--- config.mk ---
export PLATFORM = sky130hd
export DESIGN_NAME = vga_pixel_writer
export DESIGN_NICKNAME = d
export VERILOG_FILES = /design/src/rtl/vga_pixel_writer.sv
export SDC_FILE = /design/constraint.sdc
export NUM_CORES = 1
export LEC_CHECK = 0
export CAP_MARGIN = 40
export CORE_MARGIN = 4
export CORE_UTILIZATION = 39
export CTS_BUF_LIST = sky130_fd_sc_hd__clkbuf_8
export CTS_CLUSTER_DIAMETER = 100
export DETAILED_ROUTE_END_ITERATION = 8
export GPL_TIMING_DRIVEN = 0
export PLACE_DENSITY = 0.59
export SYNTH_ARGS = -nofsm -noshare
export SYNTH_HDL_FRONTEND = slang
export SYNTH_SLANG_ARGS = --single-unit
export TNS_END_PERCENT = 5
--- constraint.sdc ---
create_clock -name clk -period 5.27 [get_ports clk]
set_input_delay 1.054 -clock clk [delete_from_list [all_inputs] [get_ports clk]]
set_output_delay 1.054 -clock clk [all_outputs]
set_load 0.01 [all_outputs]
--- src/rtl/vga_pixel_writer.sv ---
// Clips the drawer's pixel stream to the screen, buffers linear framebuffer
// writes in a small FWFT FIFO and reports frame completion once drained.
module vga_pixel_writer #(
  parameter int unsigned SCREEN_W = 160,
  parameter int unsigned SCREEN_H = 120,
  parameter int unsigned DEPTH    = 8,
  parameter int unsigned ADDR_W   = 15
) (
  input  logic              clk,
  input  logic              rst,
  input  logic [7:0]        in_x,
  input  logic [6:0]        in_y,
  input  logic [2:0]        in_colour,
  input  logic              in_plot,
  input  logic              in_done,
  output logic [ADDR_W-1:0] mem_addr,
  output logic [2:0]        mem_data,
  output logic              mem_we,
  input  logic              mem_ready,
  output logic              frame_done,
  output logic              overflow,
  output logic [15:0]       plot_count,
  output logic [15:0]       drop_count
);

  localparam int unsigned CNT_W = $clog2(DEPTH + 1);
  localparam int unsigned COL_W = 3;

  typedef enum logic [1:0] {IDLE, ACTIVE, DRAIN, DONE} state_t;

  state_t state, state_next;

  logic [ADDR_W-1:0] addr_q   [DEPTH];
  logic [COL_W-1:0]  colour_q [DEPTH];
  logic [CNT_W-1:0]  count;

  logic              on_screen_c;
  logic              pop_c;
  logic              full_c;
  logic              push_c;
  logic              lose_c;
  logic              drop_c;
  logic              new_frame_c;
  logic [ADDR_W-1:0] in_addr_c;
  logic [CNT_W-1:0]  count_next_c;
  logic [CNT_W-1:0]  wr_idx_c;
  logic [15:0]       plot_base_c;
  logic [15:0]       drop_base_c;

  // Head of the shift-register FIFO is always entry 0, so it holds while stalled.
  assign mem_addr = addr_q[0];
  assign mem_data = colour_q[0];

  always_comb begin
    on_screen_c  = (32'(in_x) < SCREEN_W) && (32'(in_y) < SCREEN_H);
    in_addr_c    = ADDR_W'(32'(in_y) * SCREEN_W + 32'(in_x));
    pop_c        = mem_we && mem_ready;
    full_c       = (count == CNT_W'(DEPTH));
    push_c       = in_plot && on_screen_c && (!full_c || pop_c);
    lose_c       = in_plot && on_screen_c && full_c && !pop_c;
    drop_c       = in_plot && !push_c;
    new_frame_c  = (state == IDLE) && in_plot;
    count_next_c = count + CNT_W'(push_c) - CNT_W'(pop_c);
    wr_idx_c     = pop_c ? count - CNT_W'(1) : count;
    plot_base_c  = new_frame_c ? 16'h0000 : plot_count;
    drop_base_c  = new_frame_c ? 16'h0000 : drop_count;
  end

  always_ff @(posedge clk) begin
    if (rst) state <= IDLE;
    else     state <= state_next;
  end

  always_comb begin
    state_next = state;
    unique case (state)
      IDLE: begin
        if (in_plot)      state_next = ACTIVE;
        else if (in_done) state_next = DONE;
      end
      ACTIVE: begin
        if (in_done) state_next = DRAIN;
      end
      DRAIN: begin
        if ((count == CNT_W'(0)) && !push_c) state_next = DONE;
      end
      DONE: begin
        if (in_plot)       state_next = DRAIN;
        else if (!in_done) state_next = IDLE;
      end
      default: state_next = IDLE;
    endcase
  end

  always_ff @(posedge clk) begin
    if (rst) begin
      for (int i = 0; i < DEPTH; i++) begin
        addr_q[i]   <= '0;
        colour_q[i] <= '0;
      end
      count      <= '0;
      mem_we     <= 1'b0;
      frame_done <= 1'b0;
      overflow   <= 1'b0;
      plot_count <= 16'h0000;
      drop_count <= 16'h0000;
    end else begin
      if (pop_c) begin
        for (int i = 0; i < DEPTH - 1; i++) begin
          addr_q[i]   <= addr_q[i+1];
          colour_q[i] <= colour_q[i+1];
        end
      end
      // A push lands one slot lower when the head leaves in the same cycle.
      for (int i = 0; i < DEPTH; i++) begin
        if (push_c && (wr_idx_c == CNT_W'(i))) begin
          addr_q[i]   <= in_addr_c;
          colour_q[i] <= in_colour;
        end
      end
      count      <= count_next_c;
      mem_we     <= (count_next_c != CNT_W'(0));
      frame_done <= (state_next == DONE);
      overflow   <= (overflow && !new_frame_c) || lose_c;
      if (pop_c && (plot_base_c != 16'hFFFF)) plot_count <= plot_base_c + 16'h0001;
      else                                    plot_count <= plot_base_c;
      if (drop_c && (drop_base_c != 16'hFFFF)) drop_count <= drop_base_c + 16'h0001;
      else                                     drop_count <= drop_base_c;
    end
  end

endmodule

# --- Word level (Yosys, flattened, before mapping) ---
# Memory sizes are Yosys's and may differ from the RTL's.
# Index checks and enable logic that the tools add are counted.
# Widths: inputs -> output; s select.
op_classes:
  n_reduce_logical: 30
  order_cmp: 2
  add_sub_neg: 6
  mux: 71
  bitwise: 30
  n_mul: 1
  n_eq_ne: 14
ops:
  columns: ["operator", "count"]
  rows:
  - ["$mux 15", 15]
  - ["$mux 16", 4]
  - ["$mux 3", 15]
  - ["$add 16x1->16 const B", 2]
  - ["$ne 16x16->1 const B", 2]
  - ["$or 1x1->1", 30]
  - ["$mux 1", 29]
  - ["$logic_and 1x1->1", 20]
  - ["$eq 4x3->1 const B", 4]
  - ["$add 15x8->15", 1]
  - ["$mux 2", 6]
  - ["$mul 7x3->10 const B", 1]
  - ["$eq 4x2->1 const B", 2]
  - ["$logic_not 4->1", 2]
  - ["$lt 8x8->1 const B", 1]
  - ["$pmux 2 s4", 1]
  - ["$lt 7x7->1 const B", 1]
  - ["$eq 2x2->1 const B", 3]
  - ["$add 4x1->4", 1]
  - ["$eq 4x1->1 const B", 1]
  - ["$eq 4x4->1 const B", 1]
  - ["$logic_not 1->1", 4]
  - ["$mux 4", 1]
  - ["$reduce_bool 4->1", 1]
  - ["other kinds (5)", 6]
totals:
  ram_bits: 144
  out_inout_bits: 53
  wordCells: 163
  n_memories: 2
  inputBits: 23
  register_bits: 41
memory_table:
  columns: ["memory", "depth", "word_bits", "read_ports", "rd_clocked_by_memory_dff", "wr", "line", "rtl"]
  rows:
  - ["addr_q", 8, 15, 8, 0, 8, "33", "logic [ADDR_W-1:0] addr_q [DEPTH];"]
  - ["colour_q", 8, 3, 8, 0, 8, "34", "logic [COL_W-1:0] colour_q [DEPTH];"]

# --- Longest topological paths before layout ---
# Gate-level depths: netlist of the first run.
logic_depth:
  word_depth: 9
  ltp_mapped: 13
  ltp_nobuf: 12

# --- Worst setup path before layout of the first run ---
# Ideal clock, no wire load.
synth_timing:
  kind: "input to register"
  start: "input in_x[6]"
  end: "memory addr_q[6][0] (netlist: addr_q[1][30]), enable pin"
  n_path_buf: 2
  t_required_ns: 4.852
  slack_ns: 1.150
  stages: 6
  arrival_ns: 3.702
  setup_ns: 0.418
  path_cell_list: "o21ai_1 o2111ai_4 or4_1 clkbuf_1 clkbuf_1 o21ai_0"
synth_rtl:
  columns: ["element", "line", "rtl"]
  rows:
  - ["from (decl)", "11", "input logic [7:0] in_x,"]
  - ["to (decl)", "33", null]

# --- Final worst setup path of the first run ---
layout_timing:
  start: "input in_plot"
  end: "register plot_count[12]"
layout_between:
  elab_chain_cells: 5
  elab_cells_between_ends: 6
  cone_classes: "1 x add/sub; 1 x eq/ne; 2 x mux; 2 x reduce/logical"
layout_lines:
  columns: ["element", "line", "rtl"]
  rows:
  - ["from (decl)", "14", "input logic in_plot,"]
  - ["$logic_and 1x1->1 (*)", "62", "new_frame_c = (state == IDLE) && in_plot;"]
  - ["$mux 16 (*)", "65", "plot_base_c = new_frame_c ? 16'h0000 : plot_count;"]
  - ["parallel branches: the longest is 2 deep, another holds $add 16x1->16", null, null]
  - ["$mux 16 (*)", "125", "if (pop_c && (plot_base_c != 16'hFFFF)) plot_count <= plot_base_c + 16'h0001;"]
  - ["to (signal assigned)", "125", null]
  - ["to (signal assigned)", "126", "else plot_count <= plot_base_c;"]
  - ["to (decl)", "22", "output logic [15:0] plot_count,"]
# Every way passes the cells marked *.
# A chain may end at the register's enable or synchronous reset.

==> impl_results.md, run 1 <==
- CP max stage cell: nor4_1
- Clock Tree Buf Depth: 2
- Number of fill cells in the layout: 2,284
- Synth warn: 0
- Total grt overflow: 0
- Die height: 164.5 µm
- Min Clock Period, post-route: 4.350 ns
- Post-CTS resize count: 0
- Diodes inserted: 0
- Die area: 27,070 µm²
- Cell family with the largest share of critical-path delay: simple AND/OR/NAND/NOR gates
- RSZ-0062 raised after global routing: no
- I/O Buffers: 74
- I/O pin cnt: 76
- Status: finished clean
- Worst Setup End Kind: flip-flop
- Via count: 6,721
- Top_reg_cell synth: edfxtp_1
- Crit-path cells: clkdlybuf4s50_1 -> or3b_2 -> clkbuf_1 -> clkbuf_1 -> clkbuf_1 -> and2_1 -> ha_1 -> nand2_1 -> nor4_1 -> o211ai_1 -> or4_1 -> a21oi_1
- Total Power: 3.954 mW
- PD cells: 354.3 nW/µm²
- Worst reg-to-reg setup slack: 1.56 ns
- Pleak: 4.616 nW
- Residual DRC: 0
- Post-synthesis sequential area ratio: 53.84%
- Initial Utilization: 39.41%
- Average size of a mapped cell: 11.01 µm²
- Hold WC Path Type: reg2reg
- Launch point of the worst path: in_plot
- Final Setup Violations: 0
- Pins over their slew limit: 0
- Hold_sp: overflow$_SDFF_PP0_
- Syn nets: 919
- Global-route wire length before repair: 33,010 µm
- Post-layout util: 46.02%
- Final cycle utilization of the critical path: 82.54%
- Postcts setup bufs: 0
- # H-tree levels: 4
- Post-synthesis cell area: 9557 µm²
- RR Startpoint: state[1]$_SDFF_PP0_
- Most used cell, CP: clkbuf_1
- Wire per inst: 15.69 µm
- Hold Path Sink: overflow$_SDFF_PP0_
- Crit Path Category: in2reg
- Worst hold path depth: 2
- Unique masters post-synth: 65
- Clock Latency Late Sink: 0.49 ns
- Crit Path Max Fanout: 10
- Placer Congestion: 0.8240
- CP required: 5.67 ns
- RR Endpoint: plot_count[12]$_SDFF_PP0_
- # Max-Cap Violations: 0
- Slowest stage delay, CP: 0.61 ns
- TritonCTS Buffers: 17
- Core Box Area: 24,250 µm²
- CP startpoint kind: input pin
- Iteration-0 DRC Markers: 343
- Peak Freq: 229.9 MHz
- Hold_buf cts: 0
- Layout cells sized above 1: 8.700%
- Die Width: 164.5 µm
- Clk_skew: 0.03053 ns
- Final ANT Viol Nets: 0
- Worst Slack Setup Final: 0.9200 ns
- CP arrival: 4.75 ns
- Max transition margin: 35.99%
- TritonCTS clock tree: done
- Synth Register Bits: 185
- TritonRoute pass-1 iters: 5
- Nets: 1,015
- Largest net degree at the start of global routing: 22
- Worst VDD drop: 0.2010 mV
- Vias per inst: 5.166
- Hpwl dp: 15,500 µm
- Reg2Reg Depth: 11
- CTS clk-pin slew, worst paths: 0.10 ns
- Number of global-route vias before repair: 6,483
- Final wirelength: 20,420 µm
- Clk root buf: clkbuf_8
- FP Rows: 57
- Clock sink count: 185
- Async set-or-reset flop fraction in the synthesized netlist: 0%
- GRT Total Usage: 15.39%
- Worst Tran Pin Value: 0.9514 ns
- Synthesis-to-layout area growth: 16.77%
- Number of flops mapped to enable cells by yosys: 144
- Worst path buffer plus inverter count: 4
- Pre-CTS WS: 0.4018 ns
- Final Hold Viols: 0
- Synth Instances: 868
- Initial antenna violation count: 0
## synthesized netlist by cell type (3+ instances only)
cell         n  area [µm²]
nand3_1     29       145.1
o311ai_0     6       52.55
inv_1       24       90.09
o211ai_1     5       37.54
nor2b_1      3       18.77
fa_1         3       60.06
edfxtp_1   144        4324
clkbuf_1    28       105.1
nor2_1      46       172.7
o2111ai_1    4       35.03
o21ai_0     25       125.1
and4_1       5       43.79
or3_1       19       118.9
a211o_1      4       35.03
nor3_1       6       30.03
nand4_1      9       56.30
a31o_2       3       26.28
ha_1        25       312.8
nand2b_1     4       25.02
o21ai_1      3       15.01
o21bai_1     4       30.03
xor2_1       7       61.31
nor4_1       5       31.28
a21o_1       4       30.03
xnor2_1      8       70.07
buf_2       10       50.05
or4_1        9       67.56
nand2_1    141       529.3
buf_6        5       56.30
a31oi_1      5       31.28
o31ai_1     12       90.09
and2_1       5       31.28
and3_1       6       37.54
buf_4       18       135.1
a211oi_1     5       37.54
a21oi_1     50       250.2
or2_2        4       25.02
dfxtp_1     41       820.8
mux2i_1    105        1051
## cells in the final DEF (no fill, tap or decap), types with 10 or more instances in the layout
master             n
or3_1             19
o31ai_1           12
buf_2             10
nand3_1           29
a21oi_1           50
edfxtp_1         144
nor2_1            46
buf_4             19
ha_1              25
clkdlybuf4s50_1   74
inv_1             24
clkbuf_8          17
o21ai_0           23
mux2i_1          105
nand2_1          141
dfxtp_1           41
clkbuf_1          28
## flip-flops by register name, indices dropped and copies added, names as in the netlist, 2 cells and up
register and cells:
addr_q 120, colour_q 24, drop_count 16, plot_count 16, count 4, state 2
## cell families (layout without fill, tap and decap cells)
family	after synthesis	in the layout	share of synthesized area (%)
simple gates	299	299	14.73
flops	185	185	53.84
compound gates	149	149	10.29
mux	106	106	11.23
buf+inv	86	195	4.635
fa+ha+maj	28	28	3.902
xor+xnor	15	15	1.375
## final cells by class
cell class	count	area, µm²	area share [%]
multi-input cells	597	3976	35.63
plain buffers	61	346.6	3.106
flip-flops and latches	185	5145	46.10
repair buffers	77	770.7	6.907
clock buffers	17	234.0	2.097
well taps	324	405.4	3.633
inverters	25	96.34	0.8633
clock inverters	15	185.2	1.659
## metal layers
layer,vias up,global-route usage (%),share of wire [%]
met5,-,0,0
met4,0,3.781,1.2
met3,25,4.817,6.3
met2,174,26.41,49
met1,3147,18.95,43
li1,3375,-,-
## how the worst max path moves through the flow
stage,depth (start not counted),to
3_3_place_gp,8,colour_q[1][10]$_SDFFCE_PN0P_
2_1_floorplan,6,addr_q[1][30]$_DFFE_PP_
4_1_cts,12,plot_count[12]$_SDFF_PP0_
3_5_place_dp,12,plot_count[12]$_SDFF_PP0_
6_report,12,plot_count[12]$_SDFF_PP0_
5_1_grt,12,plot_count[12]$_SDFF_PP0_
## tightest hold or removal path, stage by stage (launching register included)
cell     delay [ns]
dfxtp_1        0.35
nand2_1        0.06
a21oi_1        0.05
## report_power, final
part / internal, mW / switching, mW / total, mW
clock: 0.371 / 0.618 / 0.989
sequential: 1.87 / 0.0828 / 1.95
combinational: 0.391 / 0.620 / 1.01
## stage by stage
step	instances	setup TNS, ns	hold slack (ns)	cell area [µm²]
6_report	1301	0	0.5032	11160
5_1_grt	1301	0	0.5263	11160
3_3_place_gp	1266	-12.06	0.4778	10700
3_5_place_dp	1269	0	0.4723	10740
2_1_floorplan	868	0	0.4761	9557
4_1_cts	1301	0	0.4982	11160
Note: power is estimated with default switching activity, not from simulation.
==> run 2: changes to the inputs <==
Clock period 5.27 ns to 4.3 ns, I/O delays scaled along.
==> run 2 against run 1 <==
Against the previous run: core utilization rose by 0.057 points; power rose by 23%; highest routed layer unchanged; largest power group unchanged; critical path depth did not move.
==> impl_results.md, run 2 (synthesized netlist as in run 1, its figures left out) <==
- Final wirelength: 20,420 µm
- Clk_skew: 0.03051 ns
- Clock Tree Buf Depth: 2
- Reg2Reg Depth: 10
- Crit Path Category: in2reg
- Iteration-0 DRC Markers: 343
- Residual DRC: 0
- Worst reg-to-reg setup slack: 0.71 ns
- Max reg flops: 120
- Postcts setup bufs: 0
- FP Rows: 57
- Most frequent cells in the layout: edfxtp_1 (144), nand2_1 (141), mux2i_1 (105)
- Placer Congestion: 0.8240
- Biggest regs: addr_q (120), colour_q (24)
- Hold_buf cts: 0
- Diodes inserted: 0
- Worst VDD drop: 0.2467 mV
- Layout cells sized above 1: 8.905%
- Initial Utilization: 39.41%
- # H-tree levels: 4
- Pins over their slew limit: 0
- Largest register by flop count: addr_q
- Worst hold slack: 0.5045 ns
- Total grt overflow: 0
- Final cycle utilization of the critical path: 91.90%
- Global-route wire length before repair: 33,010 µm
- Final Setup Violations: 0
- Clk root buf: clkbuf_8
- Hold Path Sink: overflow$_SDFF_PP0_
- RR Startpoint: count[0]$_SDFF_PP0_
- DP Cell Count: 1,269
- Die area: 27,070 µm²
- CTS clk-pin slew, worst paths: 0.11 ns
- # Max-Cap Violations: 0
- RSZ-0062 raised after global routing: no
- CP required: 4.70 ns
- Status: finished clean
- Max transition margin: 37.25%
- Pleak: 4.616 nW
- Commonest non-fill, non-tap cell in the layout: edfxtp_1
- CP startpoint kind: input pin
- Final ANT Viol Nets: 0
- Hold_sp: overflow$_SDFF_PP0_
- I/O pin cnt: 76
- TritonCTS clock tree: done
- Non-Filler Instances: 1,301
- Worst Tran Pin Value: 0.9326 ns
- RR Endpoint: addr_q[1][35]$_DFFE_PP_
- Crit Path Max Fanout: 10
- Worst Setup End Kind: flip-flop
- Launch point of the worst path: in_plot
- Via count: 6,739
- Die Width: 164.5 µm
- Synthesis-to-layout area growth: 16.92%
- Worst hold path depth: 2
- Number of fill cells in the layout: 2,283
- Post-layout util: 46.08%
- TritonRoute pass-1 iters: 5
- Number of global-route vias before repair: 6,483
- Vias per inst: 5.180
- Total Power: 4.850 mW
- Core Box Area: 24,250 µm²
- Min Clock Period, post-route: 3.952 ns
- Peak Freq: 253.1 MHz
- CP arrival: 4.36 ns
- Clock Latency Late Sink: 0.49 ns
- Die height: 164.5 µm
- Clock sink count: 185
- GRT Total Usage: 15.39%
- Nets: 1,015
- Hpwl dp: 15,500 µm
- Wire per inst: 15.70 µm
- Post-CTS resize count: 0
- TritonCTS Buffers: 17
- Final Hold Viols: 0
- PD cells: 434.1 nW/µm²
- I/O Buffers: 74
- Hold WC Path Type: reg2reg
- Largest net degree at the start of global routing: 22
- Initial antenna violation count: 0
[run 2: through the flow]
step / setup WS (ns) / cell area, µm² / setup TNS, ns
final: 0.3483 / 11170 / 0
after global routing: 0.08413 / 11170 / 0
after CTS: 0.1521 / 11160 / 0
after detailed placement: -0.3742 / 10740 / -2.325
after global placement: -1.156 / 10700 / -42.23
after floorplan: 0.3738 / 9557 / 0
[run 2: report_power, final]
group	total (mW)	switching (mW)	internal (mW)
logic	1.24	0.761	0.480
registers	2.40	0.101	2.29
clock network	1.21	0.760	0.454
total	4.85	1.62	3.23
[run 2: worst max-delay path, stage by stage]
cell             delay, ns
clkdlybuf4s50_1       0.43
or3b_2                0.19
clkbuf_1              0.24
clkbuf_1              0.38
clkbuf_1              0.46
and2_1                0.20
ha_1                  0.22
nand2_1               0.14
nor4_2                0.45
o211ai_1              0.20
or4_1                 0.43
a21oi_1               0.15
[run 2: layout make-up]
cell class / count / area [µm²] / area share [%]
Sequential cell: 185 / 5145 / 46.05
Clock buffer: 17 / 234.0 / 2.094
Clock inverter: 15 / 185.2 / 1.657
Inverter: 25 / 96.34 / 0.8623
Multi-Input combinational cell: 597 / 3990 / 35.71
Timing Repair Buffer: 77 / 770.7 / 6.898
Buffer: 61 / 346.6 / 3.102
Tap cell: 324 / 405.4 / 3.628
[run 2: metal layers]
metal  share of wire (%)  global-route usage (%)
met1                  43                   18.95
met2                  49                   26.41
met3                 6.2                   4.817
met4                 1.2                   3.781
met5                   0                       0
[run 2: worst max path at each step]
stage	to	slack, ns	cells past startpoint
floorplan	addr_q[1][30]$_DFFE_PP_	0.37	6
global placement	colour_q[1][10]$_SDFFCE_PN0P_	-1.16	8
detailed placement	plot_count[12]$_SDFF_PP0_	-0.37	12
CTS	plot_count[12]$_SDFF_PP0_	0.15	12
global route	plot_count[12]$_SDFF_PP0_	0.08	12
finish	plot_count[12]$_SDFF_PP0_	0.35	12
==> run 3: changes to the inputs <==
Settings changed: CORE_UTILIZATION 39 to 60, DONT_BUFFER_PORTS set to 1, PLACE_DENSITY 0.59 to 0.73.
==> run 3 against run 2 <==
Against the previous run: combinational power shrank 8%; highest routed layer unchanged; sequential power hardly changed; sequential share of layout area increased by 4.1 points; worst setup slack improved by 0.15 ns; power down 1.6%.
==> impl_results.md, run 3 (synthesized netlist as in run 1, its figures left out) <==
- Crit Path Max Fanout: 10
- Setup TNS: 0 ns
- Diodes inserted: 0
- Crit Path Category: in2reg
- DR top layer: met4
- Status: finished clean
- Placer Congestion: 0.8810
- Most frequent cells in the layout: edfxtp_1 (144), nand2_1 (141), mux2i_1 (105)
- Max transition margin: 36.96%
- Clk_skew: 0.007914 ns
- Final wirelength: 20,570 µm
- # H-tree levels: 4
- Hold WC Path Type: in2reg
- WL met2: 10,680 µm
- GRT Total Usage: 23.49%
- Die area: 18,010 µm²
- Met1 Wirelength: 7941 µm
- Die Width: 134.2 µm
- Part of the power in registers: 50.5%
- Non-Filler Instances: 1,112
- Post-layout util: 66.46%
- Postcts setup bufs: 0
- I/O pin cnt: 76
- Pint: 3.300 mW
- Synthesis-to-layout area growth: 7.279%
- I/O Buffers: 0
- Pleak: 4.335 nW
- Iteration-0 DRC Markers: 578
- Core Box Area: 15,430 µm²
- Clock sink count: 185
- Total grt overflow: 0
- Psw: 1.473 mW
- TritonRoute pass-1 iters: 5
- Nets: 939
- Clock Tree Buf Depth: 2
- Worst Slack Setup Final: 0.5023 ns
- CP arrival: 4.18 ns
- Worst VDD drop: 0.2224 mV
- Wire per inst: 18.50 µm
- CP required: 4.69 ns
- Largest register by flop count: addr_q
- Global-route wire length before repair: 33,860 µm
- Hpwl dp: 15,560 µm
- Worst Tran Pin Value: 0.9424 ns
- DP Cell Count: 1,080
- PD cells: 465.5 nW/µm²
- Worst Setup End Kind: flip-flop
- Die height: 134.2 µm
- Number of fill cells in the layout: 1,241
- Net Sw Frac: 30.86%
- Vias per inst: 6.111
- Clock Power Share: 25.7%
- Commonest non-fill, non-tap cell in the layout: edfxtp_1
- Final ANT Viol Nets: 0
- CTS clk-pin slew, worst paths: 0.09 ns
- # Max-Cap Violations: 0
- Biggest regs: addr_q (120), colour_q (24)
- Initial Utilization: 61.95%
- Number of global-route vias before repair: 6,921
- Initial antenna violation count: 0
- Max reg flops: 120
- Peak Freq: 263.3 MHz
- Final Hold Viols: 0
- TritonCTS clock tree: done
- Combinational share of power: 23.8%
- Largest net degree at the start of global routing: 19
- Hold_buf cts: 0
- Via count: 6,795
- Final cycle utilization of the critical path: 88.32%
- Post-CTS resize count: 0
- Residual DRC: 0
- RSZ-0062 raised after global routing: no
- Layout cells sized above 1: 8.546%
- TritonCTS Buffers: 17
- Worst hold slack: 0.5274 ns
- CP startpoint kind: input pin
- Min Clock Period, post-route: 3.798 ns
- Clock Latency Late Sink: 0.46 ns
- Met3 WL post-DR: 1306 µm
- Clk root buf: clkbuf_8
- Final Setup Violations: 0
- FP Rows: 45
- Pre-CTS WS: 0.09804 ns
- Pins over their slew limit: 0
[run 3: final cells by class]
type	instances	area [µm²]	area share [%]
clock buffers	17	234.0	2.282
well taps	211	264.0	2.575
flip-flops and latches	185	5145	50.18
clock inverters	15	186.4	1.818
inverters	25	96.34	0.9397
plain buffers	61	346.6	3.381
multi-input cells	597	3973	38.75
repair buffers	1	7.507	0.07322
[run 3: through the flow]
step	area (µm²)	power, mW
after floorplan	9557	3.257
after global placement	9821	3.502
after detailed placement	9832	3.573
after CTS	10250	4.779
after global routing	10250	5.005
final	10250	4.773
[run 3: routing by layer]
layer,GRT usage (%),vias to the layer above
li1,-,3222
met4,10.80,0
met1,26.33,3273
met2,42.09,246
met3,5.776,54
met5,0,-
[run 3: power groups by stage]
stage | clock [mW] | sequential [mW] | combinational (mW)
2_1_floorplan | 0 | 2.41 | 0.843
6_report | 1.23 | 2.41 | 1.14
3_5_place_dp | 0 | 2.45 | 1.12
3_3_place_gp | 0 | 2.44 | 1.06
5_1_grt | 1.32 | 2.44 | 1.25
4_1_cts | 1.24 | 2.41 | 1.13
[run 3: worst paths after layout]
path | to | slack (ns) | depth (start not counted) | start
min reg2reg | overflow$_SDFF_PP0_ | 0.54 | 2 | overflow$_SDFF_PP0_
min | state[1]$_SDFF_PP0_ | 0.53 | 2 | in_done
max | plot_count[12]$_SDFF_PP0_ | 0.50 | 11 | in_plot
max reg2reg | plot_count[12]$_SDFF_PP0_ | 0.53 | 11 | state[1]$_SDFF_PP0_
[run 3: critical path, stage by stage]
cell and delay [ns]:
or3b_2 0.17, clkbuf_1 0.24, clkbuf_1 0.42, clkbuf_1 0.46, and2_1 0.21, ha_1 0.22
nand2_1 0.13, nor4_1 0.65, o211ai_1 0.23, or4_1 0.44, a21oi_1 0.16
